$ cat config.mk
export PLATFORM = sky130hd
export DESIGN_NAME = err_arb_flat
export DESIGN_NICKNAME = d
export VERILOG_FILES = /design/src/rtl/err_pkg.sv /design/src/rtl/err_arb_if.sv /design/src/rtl/err_rr_pick.sv /design/src/rtl/err_arb.sv /design/src/flat_wrapper.sv
export SDC_FILE = /design/constraint.sdc
export NUM_CORES = 1
export LEC_CHECK = 0
export ABC_AREA = 1
export CAP_MARGIN = 20
export CELL_PAD_IN_SITES_DETAIL_PLACEMENT = 2
export CELL_PAD_IN_SITES_GLOBAL_PLACEMENT = 2
export CORE_ASPECT_RATIO = 1.4
export CORE_MARGIN = 5
export CORE_UTILIZATION = 28
export CTS_BUF_LIST = sky130_fd_sc_hd__clkbuf_16
export CTS_CLUSTER_SIZE = 14
export DETAILED_ROUTE_END_ITERATION = 10
export GPL_TIMING_DRIVEN = 0
export PLACE_DENSITY = 0.81
export SYNTH_ARGS = -nofsm -noshare
export SYNTH_HDL_FRONTEND = slang
export SYNTH_SLANG_ARGS = --single-unit
$ cat constraint.sdc
create_clock -name phyclk -period 2.37 [get_ports phyclk]
set_input_delay 0.711 -clock phyclk [delete_from_list [all_inputs] [get_ports phyclk]]
set_output_delay 0.711 -clock phyclk [all_outputs]
set_load 0.005 [all_outputs]
$ cat src/rtl/err_pkg.sv
// Shared constants and state encoding for the error-report arbiter.
package err_pkg;

   localparam int unsigned ERR_NUM   = 8;
   localparam int unsigned ERR_IDX_W = 3;

   typedef enum logic [1:0] {
      ERR_ST_IDLE  = 2'd0,
      ERR_ST_ISSUE = 2'd1,
      ERR_ST_ACK   = 2'd2
   } err_state_e;

   // One-hot vector with bit idx set.
   function automatic logic [ERR_NUM-1:0] err_onehot(input logic [ERR_IDX_W-1:0] idx);
      logic [ERR_NUM-1:0] v;
      v      = '0;
      v[idx] = 1'b1;
      return v;
   endfunction

endpackage

$ cat src/rtl/err_arb_if.sv
// Error request / report bundle between the sources, the arbiter and the link layer.
interface err_arb_if;
   import err_pkg::*;

   logic [ERR_NUM-1:0]   err_req;
   logic [ERR_NUM-1:0]   err_ack;
   logic                 err_valid;
   logic [ERR_IDX_W-1:0] err_code;
   logic                 err_ready;
   logic                 err_busy;
   logic                 err_timeout;

   // Arbiter side.
   modport master (
      input  err_req, err_ready,
      output err_ack, err_valid, err_code, err_busy, err_timeout
   );

   // Environment side: request sources and link layer.
   modport slave (
      output err_req, err_ready,
      input  err_ack, err_valid, err_code, err_busy, err_timeout
   );

endinterface

$ cat src/rtl/err_rr_pick.sv
// Combinational round-robin picker: first set bit of eligible at or above ptr, modulo 8.
module err_rr_pick
   import err_pkg::*;
(
   input  logic [ERR_NUM-1:0]   eligible,
   input  logic [ERR_IDX_W-1:0] ptr,
   output logic                 found,
   output logic [ERR_IDX_W-1:0] idx
);

   logic [ERR_IDX_W-1:0] cand;

   // Scan from the farthest offset down so the nearest candidate to ptr wins last.
   always_comb begin
      found = 1'b0;
      idx   = '0;
      cand  = '0;
      for (int k = ERR_NUM - 1; k >= 0; k--) begin
         cand = ptr + ERR_IDX_W'(k);
         if (eligible[cand]) begin
            found = 1'b1;
            idx   = cand;
         end
      end
   end

endmodule

$ cat src/rtl/err_arb.sv
// Round-robin error-report arbiter: grants one source at a time, offers it to the link layer,
// then acknowledges it and masks it until its request drops.
// Optional feature: define ERR_ARB_TIMEOUT_EN to drop reports after C_TIMEOUT stalled cycles.
module err_arb
   import err_pkg::*;
#(
   parameter int unsigned C_NUM     = 8,
   parameter int unsigned C_TIMEOUT = 255
) (
   input logic        phyclk,
   input logic        phyreset,
   err_arb_if.master  bus
);

   err_state_e           state_q, state_d;
   logic [ERR_IDX_W-1:0] index_q, index_d;
   logic [ERR_IDX_W-1:0] ptr_q, ptr_d;
   logic [ERR_NUM-1:0]   mask_q, mask_d;
   logic [ERR_NUM-1:0]   ack_q, ack_d;
   logic [ERR_NUM-1:0]   mask_set;
   logic [ERR_NUM-1:0]   eligible;
   logic                 pick_found;
   logic [ERR_IDX_W-1:0] pick_idx;
   logic                 unused_cfg;

   // Only C_NUM == 8 is supported; the value is not otherwise consumed.
   assign unused_cfg = ^{C_NUM[0], C_TIMEOUT[0]};

   assign eligible = bus.err_req & ~mask_q;

   err_rr_pick u_pick (
      .eligible (eligible),
      .ptr      (ptr_q),
      .found    (pick_found),
      .idx      (pick_idx)
   );

`ifdef ERR_ARB_TIMEOUT_EN
   localparam logic [7:0] TimeoutLast = 8'(C_TIMEOUT - 1);

   logic [7:0] cnt_q, cnt_d;
   logic       tmo_q, tmo_d;
`endif

   // Next-state, grant latch and ack generation.
   always_comb begin
      state_d  = state_q;
      index_d  = index_q;
      ptr_d    = ptr_q;
      ack_d    = '0;
      mask_set = '0;
`ifdef ERR_ARB_TIMEOUT_EN
      cnt_d    = cnt_q;
      tmo_d    = 1'b0;
`endif
      unique case (state_q)
         ERR_ST_IDLE: begin
            if (pick_found) begin
               index_d = pick_idx;
               ptr_d   = pick_idx + 3'd1;
               state_d = ERR_ST_ISSUE;
`ifdef ERR_ARB_TIMEOUT_EN
               cnt_d   = '0;
`endif
            end
         end
         ERR_ST_ISSUE: begin
            if (bus.err_ready) begin
               state_d  = ERR_ST_ACK;
               ack_d    = err_onehot(index_q);
               mask_set = err_onehot(index_q);
            end
`ifdef ERR_ARB_TIMEOUT_EN
            else if (cnt_q == TimeoutLast) begin
               // Link layer stalled too long: retire the report as if accepted.
               state_d  = ERR_ST_ACK;
               ack_d    = err_onehot(index_q);
               mask_set = err_onehot(index_q);
               tmo_d    = 1'b1;
            end else begin
               cnt_d = cnt_q + 8'd1;
            end
`endif
         end
         ERR_ST_ACK: state_d = ERR_ST_IDLE;
         default:    state_d = ERR_ST_IDLE;
      endcase
      // A dropped request clears its mask bit, but a same-edge set takes priority.
      mask_d = (mask_q & bus.err_req) | mask_set;
   end

   // State and datapath registers.
   always_ff @(posedge phyclk or posedge phyreset) begin
      if (phyreset) begin
         state_q <= ERR_ST_IDLE;
         index_q <= '0;
         ptr_q   <= '0;
         mask_q  <= '0;
         ack_q   <= '0;
      end else begin
         state_q <= state_d;
         index_q <= index_d;
         ptr_q   <= ptr_d;
         mask_q  <= mask_d;
         ack_q   <= ack_d;
      end
   end

`ifdef ERR_ARB_TIMEOUT_EN
   // Stall counter and timeout pulse.
   always_ff @(posedge phyclk or posedge phyreset) begin
      if (phyreset) begin
         cnt_q <= '0;
         tmo_q <= 1'b0;
      end else begin
         cnt_q <= cnt_d;
         tmo_q <= tmo_d;
      end
   end

   assign bus.err_timeout = tmo_q;
`else
   assign bus.err_timeout = 1'b0;
`endif

   assign bus.err_valid = (state_q == ERR_ST_ISSUE);
   assign bus.err_code  = index_q;
   assign bus.err_ack   = ack_q;
   assign bus.err_busy  = (state_q != ERR_ST_IDLE);

endmodule

$ cat src/flat_wrapper.sv
// flat-port wrapper written by rule: the top's interface ports become plain ports
module err_arb_flat import err_pkg::*;
#(
   parameter int unsigned C_NUM     = 8,
   parameter int unsigned C_TIMEOUT = 255
)
  (phyclk, phyreset, bus_err_req, bus_err_ready, bus_err_ack, bus_err_valid, bus_err_code, bus_err_busy, bus_err_timeout);
  err_arb_if bus_i ();
  input logic phyclk;
  input logic phyreset;
  input wire logic [$bits(bus_i.err_req)-1:0] bus_err_req;
  input wire logic [$bits(bus_i.err_ready)-1:0] bus_err_ready;
  output wire logic [$bits(bus_i.err_ack)-1:0] bus_err_ack;
  output wire logic [$bits(bus_i.err_valid)-1:0] bus_err_valid;
  output wire logic [$bits(bus_i.err_code)-1:0] bus_err_code;
  output wire logic [$bits(bus_i.err_busy)-1:0] bus_err_busy;
  output wire logic [$bits(bus_i.err_timeout)-1:0] bus_err_timeout;
  assign bus_i.err_req = bus_err_req;
  assign bus_i.err_ready = bus_err_ready;
  assign bus_err_ack = bus_i.err_ack;
  assign bus_err_valid = bus_i.err_valid;
  assign bus_err_code = bus_i.err_code;
  assign bus_err_busy = bus_i.err_busy;
  assign bus_err_timeout = bus_i.err_timeout;
  err_arb #(.C_NUM(C_NUM), .C_TIMEOUT(C_TIMEOUT)) u_core (.phyclk(phyclk), .phyreset(phyreset), .bus(bus_i));
endmodule
==> flow_metrics.tcl <==
set metrics [dict create \
    worstSkewPairLatency_ps 270 \
    reg2reg_depth 19 \
    worst_slack_ps -107 \
    status "finished, violations left" \
    grt_start_max_net_pins 25 \
    syn_to_final_growth_pct 55.2 \
    synth.cell_area_um2 1690 \
    post-route-period-util_pct 105 \
    synth_nets 235 \
    numClockSinks 24 \
    final_common_cell "nand2_1" \
    dpl-instance-area_um2 2010 \
    nFillCells 654 \
    io_buffer_count 23 \
    drive_gt1_share_pct 39.7 \
    final_design_area_no_fill_um2 2620 \
    drtIter0Drc 41 \
    via_per_inst 5.10 \
    layout_common_cells "nand2_1 (41), inv_1 (25), dfrtp_1 (24)" \
    routed_wl_mm 7.03 \
    track_usage_pct 18.0 \
    regToRegStartpoint "u_core.ptr_q[0]" \
    synth_cell_types 24 \
    slew_headroom_pct 39.6 \
    coreArea_um2 5860 \
    ys.warnings.count 0 \
    finish.utilization_pct 44.7 \
    cp_data_arrival_time_ps 2680 \
    first_global_vias 1964 \
    end_kind "register" \
    htreeDepth 1 \
    cp.required_ps 2580 \
    worst_hold_slack_ps 511 \
    max_freq_ghz 0.404 \
    rows 33 \
    synth-seq-cells 24 \
    wl_per_cell_um 20.9 \
    holdPathStages 2 \
    antenna_cells 0 \
    setup_viol 5 \
    violations "setup timing" \
    finClkSkew_ps 4.73 \
    io_pins 25 \
    crit_path_start_kind "register" \
    rsz0062_at_grt "yes" \
    path_clk_slew_ps 70 \
    dieArea_um2 7700 \
    grt.overflow.total 0 \
    r2r_slack_ps -110 \
    yosysSeqAreaShare_pct 35.6 \
    avgSynthCellArea_um2 7.64 \
    gp_congestion 0.866 \
    die_width_um 75.6 \
    holdBufCountCts 0 \
    vias 1718 \
    clockBufferDepth 2 \
    ant_nets 0 \
    hold_viol 0 \
    firstDrtPassIters 4 \
    cts_root_buf "clkbuf_16" \
    worstSetupPathType "reg -> reg" \
    antenna_found_initial 0 \
    fin_nets 282 \
    hold_path.class "reg -> reg" \
    cap_violations 0 \
    hp-start "u_core.mask_q[4]" \
    hold_path_end "u_core.mask_q[4]" \
    initial_utilization_pct 28.8 \
    fin_cells 337 \
    synthCells 221 \
    dp.cells 314 \
    post-route-min-period_ps 2480 \
    drc 0 \
    cts_buffers 3 \
    cts_tree "done" \
    worst_pin_slew_ps 905 \
    finalMaxSlewViolations 0 \
    cp_max_fo 4 \
    dp_hpwl_mm 4.26 \
    die_y_um 102 \
    r2r-end "u_core.ptr_q[2]" \
    grt_pass1_wl_mm 10.4 \
]
[final cells by class]
| cell class | count | area (µm²) | share of cell area [%] |
|---|---|---|---|
| flip-flops and latches | 24 | 601 | 22.9 |
| inverters | 34 | 150 | 5.73 |
| clock inverters | 1 | 30.0 | 1.15 |
| plain buffers | 5 | 57.6 | 2.20 |
| repair buffers | 42 | 382 | 14.6 |
| clock buffers | 3 | 75.1 | 2.87 |
| multi-input cells | 158 | 1240 | 47.2 |
| well taps | 70 | 87.6 | 3.34 |
[synthesized netlist by cell type, drive strengths merged]
cell   number  area (µm²)
nand2      59         234
nand3      56         420
inv        34         130
dfrtp      24         601
nor2       14        52.6
o21ai      13        65.1
a21oi       7        35.0
buf         5        51.3
ha          3        37.5
xnor2       2        25.0
conb        1        3.75
nand4       1        6.26
nor3        1        10.0
xor2        1        16.3
[stage by stage]
stage	TNS [ps]	setup slack (ps)
after floorplan	0	36.2
after global placement	-1880	-494
after detailed placement	-2280	-559
after CTS	0	4.41
after global routing	-1030	-241
final	-188	-107
[cells by family after synthesis]
family / after synthesis / share of synthesized area (%)
flip-flops: 24 / 35.6
adder cells (fa/ha/maj): 3 / 2.22
buffers and inverters: 39 / 10.7
XOR/XNOR: 3 / 2.45
other: 1 / 0.222
AND/OR/NAND/NOR: 131 / 42.8
AO/OA/AOI/OAI: 20 / 5.93
[how the worst max path moves through the flow]
stage	to	from	cells after the start	slack, ps
2_1_floorplan	u_core.ptr_q[2]	u_core.ptr_q[0]	19	40
3_3_place_gp	u_core.ptr_q[2]	bus_err_req[5]	19	-490
3_5_place_dp	u_core.ptr_q[2]	bus_err_req[5]	19	-560
4_1_cts	u_core.ptr_q[2]	u_core.ptr_q[0]	21	4
5_1_grt	u_core.ptr_q[2]	u_core.ptr_q[0]	19	-240
6_report	u_core.ptr_q[2]	u_core.ptr_q[0]	19	-110
[what timing repair did]
item | CTS | global route
resized for setup | 43 | 42
buffers inserted | 11 | 8
cloned | 0 | 0
endpoints found under the setup margin | 7 | 6
pin swaps | 11 | 22
[metal layers]
metal | vias up | part of all wire, % | GRT usage, %
li1 | 805 | - | -
met1 | 860 | 34 | 18.4
met2 | 36 | 60 | 35.2
met3 | 17 | 1.8 | 1.77
met4 | 0 | 3.8 | 7.67
met5 | - | 0 | 0
[critical path, cell delays in order (launching register included)]
cell     delay [ps]
dfrtp_1         400
buf_4           140
buf_4           120
ha_2            210
xnor2_4         240
inv_2            90
nand3_4         100
nand2_4          80
a21oi_1         150
nand2_1          70
nand2_1          60
nand2_1          50
nand2_1         100
nand2_2          90
nand2_4          80
ha_4            140
inv_4            40
o21ai_4         140
nand2_2          70
nand2_2          60
[sequential cells by signal, summed over array words and instances, names as in the netlist]
register and count:
u_core.bus.err_ack 8, u_core.mask_q 8, u_core.bus.err_code 3, u_core.ptr_q 3, u_core.state_q 2
Power is left out: the tool's default activity adds up to more than one toggle a clock period on the data nets, which glitch-free logic cannot reach.
